### config.mk
export PLATFORM = sky130hd
export DESIGN_NAME = int_alu_pipe
export DESIGN_NICKNAME = d
export VERILOG_FILES = /design/src/rtl/int_alu_pipe.sv
export SDC_FILE = /design/constraint.sdc
export NUM_CORES = 1
export LEC_CHECK = 0
export ABC_AREA = 1
export CORE_MARGIN = 2
export CORE_UTILIZATION = 53
export DETAILED_ROUTE_END_ITERATION = 8
export GPL_TIMING_DRIVEN = 0
export HOLD_SLACK_MARGIN = 0.02
export PLACE_DENSITY = 0.84
export SLEW_MARGIN = 25
export SYNTH_ARGS = -nofsm -noshare
export SYNTH_HDL_FRONTEND = slang
export SYNTH_SLANG_ARGS = --single-unit
### constraint.sdc
create_clock -name clk -period 5.42 [get_ports clk]
set_clock_uncertainty 0.1 [all_clocks]
set_input_delay 1.626 -clock clk [delete_from_list [all_inputs] [get_ports clk]]
set_output_delay 1.626 -clock clk [all_outputs]
set_load 0.01 [all_outputs]
### src/rtl/int_alu_pipe.sv
// ----------------------------------------------------------------------------
// int_alu_pipe
//   Pipelined integer ALU feeding the Common Data Bus. One op per cycle is
//   accepted from the reservation station. The result is computed
//   combinationally at issue and registered into stage 0. It then moves
//   through STAGES elastic stages to the output stage, where it waits for a
//   CDB grant. Empty slots (bubbles) collapse, so a stalled output stage
//   back-pressures only as far as needed. flush squashes everything in
//   flight.
//
// Parameters
//   DATA_W  operand/result width (>= 8, power of two)
//   TAG_W   destination tag width
//   STAGES  pipeline depth 1..4; this is also the issue-to-CDB latency
//
// Ports
//   clk          rising-edge clock
//   rst          asynchronous active-high reset; clears every stage
//   issue_valid  reservation station presents an op
//   issue_ready  unit accepts the op this cycle (combinational)
//   a, b         operands
//   op           000 add, 001 sub, 010 and, 011 or, 100 xor,
//                101 shl, 110 shr (logical), 111 signed set-less-than
//   dest_tag     destination tag, carried unchanged to the CDB
//   flush        squash all in-flight ops at this edge, including any issue
//   cdb_req      a result is waiting in the output stage
//   cdb_grant    arbiter grants the CDB this cycle
//   cdb_out      {valid, tag, data}; all zeros unless granted, so the outputs
//                of several units can be OR-combined
// ----------------------------------------------------------------------------
module int_alu_pipe #(
    parameter int DATA_W = 16,
    parameter int TAG_W  = 4,
    parameter int STAGES = 2
) (
    input  logic                  clk,
    input  logic                  rst,
    input  logic                  issue_valid,
    output logic                  issue_ready,
    input  logic [DATA_W-1:0]     a,
    input  logic [DATA_W-1:0]     b,
    input  logic [2:0]            op,
    input  logic [TAG_W-1:0]      dest_tag,
    input  logic                  flush,
    output logic                  cdb_req,
    input  logic                  cdb_grant,
    output logic [DATA_W+TAG_W:0] cdb_out
);

    localparam int SH_W = $clog2(DATA_W);
    localparam int LAST = STAGES - 1;

    localparam logic [2:0] OP_ADD = 3'b000;
    localparam logic [2:0] OP_SUB = 3'b001;
    localparam logic [2:0] OP_AND = 3'b010;
    localparam logic [2:0] OP_OR  = 3'b011;
    localparam logic [2:0] OP_XOR = 3'b100;
    localparam logic [2:0] OP_SHL = 3'b101;
    localparam logic [2:0] OP_SHR = 3'b110;
    localparam logic [2:0] OP_SLT = 3'b111;

    // Add/sub wrap modulo 2^DATA_W. Only the low SH_W bits of b set the
    // shift amount. slt compares both operands as two's complement.
    function automatic logic [DATA_W-1:0] alu_op(
        input logic [2:0]        f,
        input logic [DATA_W-1:0] x,
        input logic [DATA_W-1:0] y
    );
        logic signed [DATA_W-1:0] xs;
        logic signed [DATA_W-1:0] ys;
        logic        [SH_W-1:0]   sh;
        xs     = x;
        ys     = y;
        sh     = y[SH_W-1:0];
        alu_op = '0;
        case (f)
            OP_ADD:  alu_op = x + y;
            OP_SUB:  alu_op = x - y;
            OP_AND:  alu_op = x & y;
            OP_OR:   alu_op = x | y;
            OP_XOR:  alu_op = x ^ y;
            OP_SHL:  alu_op = x << sh;
            OP_SHR:  alu_op = x >> sh;
            OP_SLT:  alu_op = (xs < ys) ? DATA_W'(1) : '0;
            default: alu_op = '0;
        endcase
    endfunction

    logic [STAGES-1:0] vld_p;
    logic [TAG_W-1:0]  tag_p  [STAGES];
    logic [DATA_W-1:0] data_p [STAGES];
    logic [STAGES-1:0] adv;
    logic              issue_fire;
    logic [DATA_W-1:0] alu_res;

    // adv[i]: the content of stage i moves on at this edge. The output stage
    // moves on only when granted. Any other stage moves on when the next
    // stage is empty or itself moving, which lets bubbles collapse.
    always_comb begin : adv_chain
        logic go;
        go        = vld_p[LAST] & cdb_grant;
        adv       = '0;
        adv[LAST] = go;
        for (int i = LAST - 1; i >= 0; i--) begin
            go     = ~vld_p[i+1] | go;
            adv[i] = go;
        end
    end

    // With STAGES=1 this reduces to !vld | cdb_grant.
    assign issue_ready = ~vld_p[0] | adv[0];
    assign issue_fire  = issue_valid & issue_ready;
    assign alu_res     = alu_op(op, a, b);

    always_ff @(posedge clk or posedge rst) begin
        if (rst) begin
            vld_p <= '0;
            for (int i = 0; i < STAGES; i++) begin
                tag_p[i]  <= '0;
                data_p[i] <= '0;
            end
        end else begin
            // ---- issue -> stage 0
            if (issue_ready) begin
                vld_p[0]  <= issue_fire;
                tag_p[0]  <= dest_tag;
                data_p[0] <= alu_res;
            end
            // ---- stage i-1 -> stage i
            for (int i = 1; i < STAGES; i++) begin
                if (adv[i-1]) begin
                    vld_p[i]  <= vld_p[i-1];
                    tag_p[i]  <= tag_p[i-1];
                    data_p[i] <= data_p[i-1];
                end
            end
            // A flush overrides every load above, including this cycle's issue.
            if (flush) begin
                vld_p <= '0;
            end
        end
    end

    // ---- output stage -> CDB
    assign cdb_req = vld_p[LAST];
    assign cdb_out = adv[LAST] ? {1'b1, tag_p[LAST], data_p[LAST]} : '0;

endmodule

# Word level (Yosys, flattened, before mapping)

Index checks and enable logic that the tools add are counted.

Add/sub/neg operators: 2
Magnitude comparators: 1
Eq/ne operators: 7
Shifts and indexed selects: 2
Mux-type cells: 6
Bitwise operators: 9
Reductions and logical operators: 3

Operators with widths:

| operator           | number |
|---|---|
| $pmux 16 s8        | 1 |
| $mux 21            | 1 |
| $add 16x16->16     | 1 |
| $and 16x16->16     | 1 |
| $lt 16x16->1       | 1 |
| $or 16x16->16      | 1 |
| $shl 16x4->16      | 1 |
| $shr 16x4->16      | 1 |
| $sub 16x16->16     | 1 |
| $xor 16x16->16     | 1 |
| $eq 3x3->1 const B | 4 |
| $eq 3x2->1 const B | 2 |
| $reduce_bool 2->1  | 2 |
| $eq 3x1->1 const B | 1 |
| $logic_not 3->1    | 1 |
| $mux 1             | 3 |
| $and 1x1->1        | 2 |
| $mux 2             | 1 |
| $not 1->1          | 2 |
| $or 1x1->1         | 2 |

Register bits: 42
Bits of input ports: 44

# Depth between registers and ports, before layout

Depth after elaboration: 6
Gate-level depth with buffers: 17

# Worst setup path after synthesis

No wires, ideal clock.

Path kind: input port to output port
Start point: input cdb_grant
End point: output issue_ready
Data arrival time: 2400 ps
Required time: 3694 ps
Path slack: 1294 ps
Cell stages on the path: 6
Buffers on the path: 2
Cell sequence: nor2_4 -> inv_1 -> nor2_2 -> inv_1 -> buf_2 -> buf_6

Cells in the longest elaborated chain, start to end: 3

RTL lines:

| what               | line | RTL |
|---|---|---|
| start: declaration | 46   | `input logic cdb_grant,` |
| $and 1x1->1        | 101  | `go = vld_p[LAST] & cdb_grant;` |
| $or 1x1->1         | 105  | `go = ~vld_p[i+1] \| go;` |
| $or 1x1->1         | 111  | `assign issue_ready = ~vld_p[0] \| adv[0];` |
| end: declaration   | 39   | `output logic issue_ready,` |

No other way between the ends.

# Final worst setup path

Same ends and word-level chain as after synthesis.

==> results_dict.tcl <==
set metrics [dict create \
    root_buffer "clkbuf_8" \
    synth_warnings 0 \
    n_antenna_cell 0 \
    fill_cells 1113 \
    remaining_drc_errors 0 \
    clkTransAtPathRegs_ns 0.07 \
    powerDensity_mw_per_mm2 161 \
    cp-start-kind "input pin" \
    static-leakage-power_nw 3.70 \
    fp.dieArea_sq_mm 0.0117 \
    floorplan.initialDensity_pct 53.7 \
    yosysTopAreaCell "nand2_1" \
    synth_area_leaders "nand2_1, dfrtp_1, nand3_1" \
    critical_path.cell_chain "clkdlybuf4s50_1 > nor2_4 > clkinvlp_4 > nor2_4 > inv_1 > buf_2 > buf_6 > clkdlybuf4s50_1" \
    max_cap_viol_count 0 \
    yosysSeqAreaShare_pct 18.3 \
    max_freq_ghz 0.191 \
    rsz0062_at_grt "no" \
    place_congestion 1.02 \
    ios 67 \
    antenna_found_initial 0 \
    cp.required_ns 3.69 \
    final_nets 1196 \
    clkSinkCount 42 \
    critPathMaxStageDelay_ns 0.47 \
    clock_latency_ns 0.29 \
    timing.final.hold_violations 0 \
    rows 38 \
    track_usage_pct 34.0 \
    peakVddDrop_v 0.000125 \
    cts_tree "built" \
    cp-end-kind "output port" \
    crit_type "in -> out" \
    grt_pass1_wl_um 31100 \
    postSynthCellCount 1021 \
    core_area_sq_mm 0.0107 \
    synthDistinctLibCells 39 \
    wl_um 19700 \
    fin_tns_setup_ns 0 \
    setup_viol 0 \
    netlist.area_leader.share_pct 22.3 \
    dp_cells 1228 \
    multi_input_area_sq_mm 0.00391 \
    worstPathMaxFanout 10 \
    crit_slowest_cell "clkdlybuf4s50_1" \
    synth_ff_type "dfrtp_1" \
    min_period_over_period_pct 96.7 \
    synth_area_sq_mm 0.00574 \
    drtAntennaViolNets 0 \
    holdBufCountCts 0 \
    grt_pass1_vias 6291 \
    outcome "finished, final reports clean" \
    overflow 0 \
    cp_data_arrival_time_ns 3.51 \
    async_reset_ff_share_pct 100 \
    synth_enable_flop_cells 0 \
    ys_seq_elements 42 \
    cts.path.max_buffers 2 \
    area_growth_pct 17.3 \
    whs_ns 0.386 \
    die_x_um 108 \
    tightest_slew_ns 0.731 \
    vias 6841 \
    grt_max_degree 28 \
    synth_nets 1116 \
    h-tree-depth 2 \
    final_cell_count_no_fill 1242 \
    die_y_um 108 \
    cts_buffers 5 \
    relSlewSlack_pct 51.3 \
    wire_per_inst_um 15.8 \
    dr.pass1.iters 5 \
    drt_iter0_markers 658 \
    syn_area_per_cell_sq_um 5.62 \
    port_buffers 66 \
    finalCriticalPeriod_ns 5.24 \
    vias_per_cell 5.51 \
    hpwl_um 16000 \
    seq_area_sq_mm 0.00105 \
    drive_gt1_share_pct 5.72 \
    hp-class "reg -> reg" \
    slew_violations 0 \
]
[kinds of logic after synthesis]
family / synth area share, %
muxes: 0.349
AOI/OAI and AO/OA: 11.3
buffers and inverters: 13.7
and+or+nand+nor: 44.2
DFF: 18.3
adders and majority gates: 11.4
xor gates and xnor gates: 0.763
[cells in the final DEF, fill, tap and decap left out, types with 2 or more instances in the layout]
master / instances
clkbuf_1: 12
mux2i_1: 2
inv_1: 144
o21bai_1: 3
ha_1: 49
o22ai_1: 5
buf_6: 2
o21ai_0: 56
nand2_1: 341
inv_2: 6
buf_2: 26
xor2_1: 5
nor2_4: 2
nor3_1: 6
nor2_1: 99
o211ai_1: 8
fa_1: 2
dfrtp_1: 42
nand4_1: 9
clkbuf_8: 5
buf_4: 7
o21ai_1: 3
clkdlybuf4s50_1: 66
nand3_1: 128
and2_1: 10
a21oi_1: 41
or2_2: 4
nand3_2: 2
[power by group]
part	internal, W	total [W]	switching, W
Combinational	0.000176	0.000513	0.000337
Clock	0.0000908	0.000193	0.000102
Sequential	0.000357	0.000376	0.0000189
Total	0.000624	0.00108	0.000458
[routing by layer]
metal  wire length [um]  vias up  GRT usage (%)
met5                  0        -              0
met2               8950      343           57.7
met3               1590       60           2.59
met1               8360     3052           45.6
li1                   -     3386              -
met4                769        0           12.1
[path summary, 6_finish.rpt]
check	start	to	slack, ns	depth (start not counted)
min	data_p[18]$_DFFE_PP0P_	data_p[18]$_DFFE_PP0P_	0.39	2
min reg2reg	data_p[18]$_DFFE_PP0P_	data_p[18]$_DFFE_PP0P_	0.39	2
min in group asynchronous	rst	tag_p[2]$_DFFE_PP0P_	1.51	2
max	cdb_grant	issue_ready	0.18	8
max in group asynchronous	rst	data_p[6]$_DFFE_PP0P_	3.24	3
max reg2reg	vld_p[1]$_DFFE_PP0P_	data_p[24]$_DFFE_PP0P_	3.65	9
[stage by stage]
stage	utilization [%]	power [W]	setup WS, ns	cell area [sq um]
2_1_floorplan	-	0.000704	1.29	5740
3_3_place_gp	61.5	0.000863	0.0706	6580
3_5_place_dp	61.7	0.000873	0.0541	6600
4_1_cts	62.5	0.00107	0.0370	6680
5_1_grt	63.0	0.00116	0.107	6740
6_report	63.0	0.00108	0.180	6740
[flip-flops by register name, indices dropped and copies added, names as in the netlist]
register / count
vld_p: 2
data_p: 32
tag_p: 8
[worst max-delay path, delay by kind of cell]
family,cells,cell delay (ns)
buf+inv,6,1.55
simple gates,2,0.33
[timing repair]
item,in CTS,in global routing
resized for setup,0,2
endpoints found under the setup margin,0,1
buffers inserted,0,6
[final cells by class]
class / count / share of cell area, %
Buffer: 42 / 3.12
Clock buffer: 6 / 1.08
Clock inverter: 2 / 0.204
Inverter: 153 / 8.62
Multi-Input combinational cell: 784 / 58.0
Sequential cell: 42 / 15.6
Tap cell: 140 / 2.60
Timing Repair Buffer: 73 / 10.8
[synth_stat cells (4+ instances only)]
master    count
nand2_1     341
inv_1       146
nand3_1     128
nor2_1       99
o21ai_0      56
ha_1         49
dfrtp_1      42
a21oi_1      41
buf_2        26
clkbuf_1     11
and2_1       10
nand4_1       9
o211ai_1      8
nor3_1        6
inv_2         5
o22ai_1       5
xor2_1        5
or2_2         4
No activity file was read; power rests on OpenSTA's default activity.
